[src/rtl/buzzer_sequencer.sv]
// buzzer_sequencer
//   Queues notes written by the CPU and plays them one at a time on a buzzer
//   peripheral. Each note becomes three buzzer writes (FREQ, TIME, OUTPUT).
//   The sequencer then polls the buzzer's TIME register until it reaches zero
//   and moves on to the next queued note.
//
// Ports
//   clk, rst            system clock, synchronous active-high reset
//   addrIn, sizeDecode  CPU write address / byte enables (0 = no write)
//   dataIn              CPU write data
//   addrOut, dataOut    CPU read address / data (registered, 1-cycle latency)
//   bzAddrIn, bzSize,
//   bzDataIn            buzzer write port (bzSize = 0 means no write)
//   bzAddrOut           buzzer read address (always TIME)
//   bzDataOut           buzzer read data (registered inside the buzzer)
//
// CPU map (addr[1:0])
//   0 CTRL   [0] enable, [1] flush (self-clearing), [3:2] output select
//   1 NOTE   write pushes {duration[31:16], note[3:0]}; read peeks the head
//   2 STATUS [4:0] count, [5] empty, [6] full, [7] busy, [11:8] note,
//            [12] overflow (sticky)
//   3 reserved
module buzzer_sequencer #(
  parameter int unsigned DEPTH = 16
) (
  input  logic        clk,
  input  logic        rst,
  input  logic [7:0]  addrIn,
  input  logic [7:0]  addrOut,
  input  logic [3:0]  sizeDecode,
  input  logic [31:0] dataIn,
  output logic [31:0] dataOut,
  output logic [7:0]  bzAddrIn,
  output logic [3:0]  bzSize,
  output logic [31:0] bzDataIn,
  output logic [7:0]  bzAddrOut,
  input  logic [31:0] bzDataOut
);

  localparam int unsigned AW = (DEPTH > 1) ? $clog2(DEPTH) : 1;
  localparam int unsigned CW = $clog2(DEPTH + 1);

  typedef enum logic [2:0] {
    IDLE, WR_FREQ, WR_TIME, WR_OUT, GUARD, POLL, STOP
  } state_t;

  state_t        state, state_nx;
  logic [19:0]   mem [DEPTH];
  logic [AW-1:0] wptr, rptr;
  logic [CW-1:0] count;
  logic          enable, overflow, gcnt;
  logic [1:0]    outsel;
  logic [3:0]    curNote;
  logic [15:0]   curTime;
  logic [19:0]   head;
  logic          empty, full, ctrl_wr, flush, push_req, push, pop;
  logic [31:0]   status, rdata;
  logic          unused_ok;

  assign unused_ok = ^{addrIn[7:2], addrOut[7:2], dataIn[15:4]};

  assign bzAddrOut = 8'd1;

  assign head     = mem[rptr];
  assign empty    = (count == '0);
  assign full     = (count == CW'(DEPTH));
  assign ctrl_wr  = sizeDecode[0] && (addrIn[1:0] == 2'd0);
  assign flush    = ctrl_wr && dataIn[1];
  assign push_req = (addrIn[1:0] == 2'd1) && (sizeDecode != 4'd0);
  // Flush wins over both queue operations so a coincident push is discarded.
  assign pop      = (state == IDLE) && enable && !empty && !flush;
  assign push     = push_req && !flush && (!full || pop);

  // Note storage, no reset needed: entries are only read while counted valid.
  always_ff @(posedge clk) begin
    if (push) mem[wptr] <= {dataIn[31:16], dataIn[3:0]};
  end

  always_ff @(posedge clk) begin
    if (rst || flush) begin
      wptr  <= '0;
      rptr  <= '0;
      count <= '0;
    end else begin
      if (push) wptr <= wptr + AW'(1);
      if (pop)  rptr <= rptr + AW'(1);
      if (push && !pop)      count <= count + CW'(1);
      else if (pop && !push) count <= count - CW'(1);
    end
  end

  always_ff @(posedge clk) begin
    if (rst) begin
      enable   <= 1'b0;
      outsel   <= '0;
      overflow <= 1'b0;
    end else begin
      if (ctrl_wr) begin
        enable <= dataIn[0];
        outsel <= dataIn[3:2];
      end
      if (flush)
        overflow <= 1'b0;
      else if (push_req && full && !pop)
        overflow <= 1'b1;
    end
  end

  always_ff @(posedge clk) begin
    if (rst) begin
      state   <= IDLE;
      gcnt    <= 1'b0;
      curNote <= '0;
      curTime <= '0;
    end else begin
      state <= state_nx;
      gcnt  <= (state == GUARD) ? ~gcnt : 1'b0;
      if (pop) begin
        curNote <= head[3:0];
        curTime <= head[19:4];
      end
    end
  end

  always_comb begin
    state_nx = state;
    bzAddrIn = '0;
    bzSize   = '0;
    bzDataIn = '0;
    case (state)
      IDLE:    if (pop && (head[19:4] != 16'd0)) state_nx = WR_FREQ;
      WR_FREQ: begin
        bzSize   = '1;
        bzDataIn = {28'd0, curNote};
        state_nx = WR_TIME;
      end
      WR_TIME: begin
        bzAddrIn = 8'd1;
        bzSize   = '1;
        bzDataIn = {16'd0, curTime};
        state_nx = WR_OUT;
      end
      WR_OUT: begin
        bzAddrIn = 8'd2;
        bzSize   = '1;
        bzDataIn = {30'd0, outsel};
        state_nx = GUARD;
      end
      GUARD:   if (gcnt) state_nx = POLL;
      POLL:    if (bzDataOut == 32'd0) state_nx = IDLE;
      STOP: begin
        bzAddrIn = 8'd1;
        bzSize   = '1;
        state_nx = IDLE;
      end
      default: state_nx = IDLE;
    endcase
    if (flush && (state != IDLE)) state_nx = STOP;
  end

  always_comb begin
    status       = '0;
    status[4:0]  = 5'(count);
    status[5]    = empty;
    status[6]    = full;
    status[7]    = (state != IDLE);
    status[11:8] = (state == IDLE) ? 4'd0 : curNote;
    status[12]   = overflow;
    case (addrOut[1:0])
      2'd0:    rdata = {28'd0, outsel, 1'b0, enable};
      2'd1:    rdata = empty ? 32'd0 : {head[19:4], 12'd0, head[3:0]};
      2'd2:    rdata = status;
      default: rdata = '0;
    endcase
  end

  always_ff @(posedge clk) begin
    if (rst) dataOut <= '0;
    else     dataOut <= rdata;
  end

endmodule

[config.mk]
export PLATFORM = sky130hd
export DESIGN_NAME = buzzer_sequencer
export DESIGN_NICKNAME = d
export VERILOG_FILES = /design/src/rtl/buzzer_sequencer.sv
export SDC_FILE = /design/constraint.sdc
export NUM_CORES = 1
export LEC_CHECK = 0
export ABC_AREA = 0
export CAP_MARGIN = 0
export CORE_ASPECT_RATIO = 0.8
export CORE_MARGIN = 2
export CORE_UTILIZATION = 30
export DETAILED_ROUTE_END_ITERATION = 16
export MAX_ROUTING_LAYER = met4
export PLACE_DENSITY = 0.55
export SLEW_MARGIN = 0
export SYNTH_ARGS = -nofsm -noshare
export SYNTH_HDL_FRONTEND = slang
export SYNTH_SLANG_ARGS = --single-unit
[constraint.sdc]
create_clock -name clk -period 3.4 [get_ports clk]
set_input_delay 0.34 -clock clk [delete_from_list [all_inputs] [get_ports clk]]
set_output_delay 0.34 -clock clk [all_outputs]
set_load 0.05 [all_outputs]
# Yosys cells after proc, flatten, opt, wreduce, memory -nomap -nowiden
# Memory sizes are Yosys's and may differ from the RTL's. A register that Yosys moved wholly into a read port is not among the register bits.
# Cells that the tools add are included.
# classes
addsub	4
eq_ne	16
n_mux	17
bitwise_logic	2
reduce_logical	37
# op_table
operator	n
$pmux W32 S3	1
$pmux W16 S3	1
$logic_not A32 Y1	1
$mux W32	1
$pmux W3 S6	1
$mux W4	4
$reduce_bool A16 Y1	1
$logic_and A1 B1 Y1	14
$mux W3	4
$mux W5	2
$eq A3 B3 Y1 const B	3
$add A4 B1 Y4 const B	2
$reduce_or A2 Y1	4
$eq A3 B2 Y1 const B	2
$reduce_and A3 Y1	2
$add A5 B1 Y5 const B	1
$eq A5 B5 Y1 const B	1
$logic_not A1 Y1	5
$logic_not A5 Y1	1
$sub A5 B1 Y5 const B	1
$eq A2 B1 Y1 const B	2
$logic_not A2 Y1	2
$ne A2 B2 Y1 const B	2
$pmux W2 S2	1
14 further kinds	17
# totals
reg_bits	73
ram_bits	320
inputBits	86
out_inout_bits	84
mem_count	1
# memory_table
memory	words	word_bits	read_ports	rd_ports_with_merged_regs	write_ports	line	rtl
mem	16	20	1	1	1	48	logic [19:0] mem [DEPTH];

# Logic depth before layout (Yosys ltp)
# depth
ltp_word	11
ltp_mapped	14
mapped_depth_nobuf	12

# Least setup slack after synthesis
# No wires, ideal clock.
# synth_path
path_kind	reg2reg
from	reg state[0]
to	mem mem[3][0] (enable)
setup_time_ps	422
arrival_ps	2923
setup_slack_ps	55
path_stages_with_launch	8
path_buffers	2
synth_period_minus_slack_ps	3345
cell_sequence	dfxtp_1 -> nor3_1 -> o2111a_1 -> buf_2 -> o21a_1 -> buf_2 -> nand2_1 -> nor3_1
# synth_via
elab_chain_len	8
# synth_rtl
item	line	rtl
start, declared	47	state_t state, state_nx;
start signal, assigned	116	state <= state_nx;
$logic_not A3 Y1	71	assign pop = (state == IDLE) && enable && !empty && !flush;
$logic_and A1 B1 Y1 (3 in series)	71	
$logic_or A1 B1 Y1	72	assign push = push_req && !flush && (!full || pop);
$logic_and A1 B1 Y1	72	
via push	56	logic empty, full, ctrl_wr, flush, push_req, push, pop;
$mux W1	76	if (push) mem[wptr] <= {dataIn[31:16], dataIn[3:0]};
$mux W1 (not written as such)	76	
end, declared	48	
# The timed path passes the listed nets, and every way through them passes these cells.

# Worst setup path after layout
# layout_path
from	reg count[2]
to	reg count[4]
# layout_via
elab_chain_len	9
# layout_rtl
item	line	rtl
start, declared	50	logic [CW-1:0] count;
start signal, assigned	87	if (push && !pop) count <= count + CW'(1);
start signal, assigned	88	else if (pop && !push) count <= count - CW'(1);
branches (longest 9 deep; another with $sub A5 B1 Y5)	-	
# Parallel ways; which one is timed is not known. The select of a mux whose other input is x is not followed.
# A chain may end at the register's enable or synchronous reset.

==> impl_metrics.json <==
{
  "cts-buffers-inserted": 38,
  "synth.distinct_cells": 50,
  "synth_seq_cells": 394,
  "row_count": 74,
  "slew_violations": 0,
  "finalPower_uw": 10500,
  "rsz0062_at_grt": "false",
  "r2r_cells": 11,
  "die_y_um": 208,
  "critical_path_arrival_ps": 3470,
  "p_seq_share_pct": 50.8,
  "cts_resized": 0,
  "ys.flop_type": "edfxtp_1",
  "gp_congestion": 0.784,
  "min_period_ps": 3000,
  "r2r_start": "count[2]",
  "synth_top_area_share_pct": 61.8,
  "p_int_uw": 7930,
  "criticalPathCategory": "reg -> reg",
  "switchingPower_uw": 2570,
  "nets": 1180,
  "track_usage_pct": 14.7,
  "drv_cap": 0,
  "antenna_left": 0,
  "setup-violations-final": 0,
  "max_slew_margin_pct": 40.1,
  "synth_enable_flop_cells": 320,
  "die_area_sq_um": 53600,
  "cp_max_fo": 5,
  "yosys-top-cells-area": "edfxtp_1, mux4_2, dfxtp_1",
  "post_drt_wl_per_cell_um": 21.3,
  "synth_warnings": 0,
  "cp.required_ps": 3870,
  "clock-skew-final_ps": 21.5,
  "synth_common_cells": "edfxtp_1, nor2_1, dfxtp_1",
  "p_per_area_nw_per_um2": 556,
  "worstSetupStartpointType": "register",
  "vias_per_cell": 4.70,
  "grt_start_max_net_pins": 33,
  "yosysMostFrequentCell": "edfxtp_1",
  "cts_buffer_depth": 3,
  "hold_depth": 2,
  "drive_above_1_share_pct": 19.7,
  "firstDrtPassIters": 5,
  "vdd_drop_max_v": 0.000380,
  "postCtsSetupBuffers": 0,
  "clk_latency_ps": 550,
  "grt_pass1_wl_mm": 56.8,
  "clk_pin_slew_worst_paths_ps": 60,
  "yosysSeqAreaShare_pct": 71.4,
  "grt_overflow": 0,
  "reg2reg_slack_ps": 400,
  "cellLeakagePower_uw": 0.00607,
  "vias": 8457,
  "synthArstFlopShare_pct": 0,
  "synth_area_sq_um": 15500,
  "status": "complete, no violations",
  "die_x_um": 258,
  "switching_share_pct": 24.5,
  "comb_power_share_pct": 10.9,
  "drt_iter0_drc": 830,
  "syn_avg_cell_area_sq_um": 17.1,
  "core_area_sq_um": 51100,
  "cts_tree": "done",
  "synth_largest_area_cell": "edfxtp_1",
  "cts.sinks": 394,
  "cts_max_level": 2,
  "drc": 0,
  "cts_hold_buf": 0,
  "worstMarginPinSlew_ps": 893,
  "start_util_pct": 30.4,
  "fin_tns_setup_ps": 0,
  "cts-root-buf": "clkbuf_16",
  "r2r-end": "count[4]",
  "hold_end": "curTime[4]",
  "hold_viol_final": 0,
  "hpwl_mm": 25.2,
  "io_buffers": 112,
  "syn_inst": 907,
  "hold_class": "reg -> reg",
  "max_freq_mhz": 334,
  "antenna_found_initial": 0,
  "area_growth_pct": 21.5,
  "end_kind": "register",
  "min_from": "curTime[4]",
  "ios": 170,
  "first_global_vias": 8552,
  "clkPwrFrac_pct": 38.3,
  "route.final.wire_length_mm": 38.3,
  "period_share_pct": 88.2
}
==> routing by layer <==
| metal | part of all wire (%) | vias to the layer above | GRT usage [%] |
|---|---|---|---|
| met5 | 0 | - | - |
| met4 | 1.8 | 0 | 3.21 |
| met2 | 44 | 217 | 21.5 |
| met1 | 48 | 4370 | 21.0 |
| met3 | 5.5 | 51 | 3.15 |
| li1 | - | 3819 | - |
==> critical path: stages, from the launching register on <==
cell and delay [ps]:
dfxtp_1 370, or4_1 530, o2111a_1 270, o21a_1 210, ha_1 230, inv_1 130
ha_1 280, a21o_1 190, a21oi_1 180, xnor2_1 90, or3_1 310, a21oi_1 130
==> area by class of cell <==
cell class                      instances  area [sq um]
Clock inverter                          8          60.1
Tap cell                              684           856
Fill cell                            4771         32200
Multi-Input combinational cell        453          4020
Inverter                                9          33.8
Clock buffer                           62          1100
Sequential cell                       394         11100
Timing Repair Buffer                  188          1700
Antenna cell                            1          2.50
==> registers in the layout, summed over array words and instances, names as in the netlist, 3 cells and up, named ones only <==
| register | cells |
|---|---|
| dataOut | 29 |
| curTime | 16 |
| curNote | 4 |
| state | 3 |
| wptr | 4 |
| count | 5 |
| mem | 320 |
| rptr | 4 |
==> power by group through the flow <==
stage	registers [uW]	logic (uW)	clock network (uW)
2_1_floorplan	5480	716	0
3_3_place_gp	5430	1140	0
3_5_place_dp	5430	1150	0
4_1_cts	5330	1150	4110
5_1_grt	5340	1220	4330
6_report	5330	1150	4020
==> worst max-delay path by stage <==
stage | startpoint | end | depth (start not counted)
CTS | count[2] | count[4] | 11
finish | count[2] | count[4] | 11
floorplan | state[0] | mem[3][0] | 7
detailed placement | dataIn[1] | count[4] | 12
global placement | dataIn[1] | count[4] | 12
global route | count[2] | count[4] | 11
==> layout by cell type (no fill, tap or decap), drive strengths merged, types with 3 or more instances in the layout <==
| cell | count |
|---|---|
| a211oi | 5 |
| a21oi | 34 |
| a221oi | 20 |
| a22o | 6 |
| a22oi | 11 |
| and2 | 22 |
| buf | 76 |
| clkbuf | 62 |
| clkdlybuf4s50 | 112 |
| clkinv | 5 |
| conb | 33 |
| dfxtp | 74 |
| edfxtp | 320 |
| ha | 9 |
| inv | 12 |
| mux2i | 33 |
| mux4 | 73 |
| nand2 | 29 |
| nand2b | 9 |
| nand3 | 3 |
| nand4 | 5 |
| nor2 | 87 |
| nor2b | 13 |
| nor3 | 10 |
| nor4 | 10 |
| o21a | 4 |
| o21ai | 6 |
| xnor2 | 4 |
| xor2 | 6 |
==> logic make-up after synthesis <==
kind of cell | count (synthesis) | share of synthesized area [%]
compound gates | 94 | 4.36
buf+inv | 91 | 3.82
simple gates | 200 | 6.23
other cells | 2 | 0.0483
xor+xnor | 10 | 0.564
mux | 106 | 12.8
flops | 394 | 71.4
fa+ha+maj | 10 | 0.853
==> stage by stage <==
step / hold slack, ps / setup slack, ps / instance area (sq um) / cells / utilization (%)
floorplan: 429 / 54.9 / 15700 / 938 / -
global placement: 441 / 130 / 17700 / 1728 / 34.7
detailed placement: 446 / 141 / 17700 / 1728 / 34.7
CTS: 454 / 402 / 18900 / 1798 / 36.9
global route: 483 / 254 / 18900 / 1798 / 36.9
finish: 457 / 402 / 18900 / 1799 / 36.9
Power figures use the tool's default switching activity.
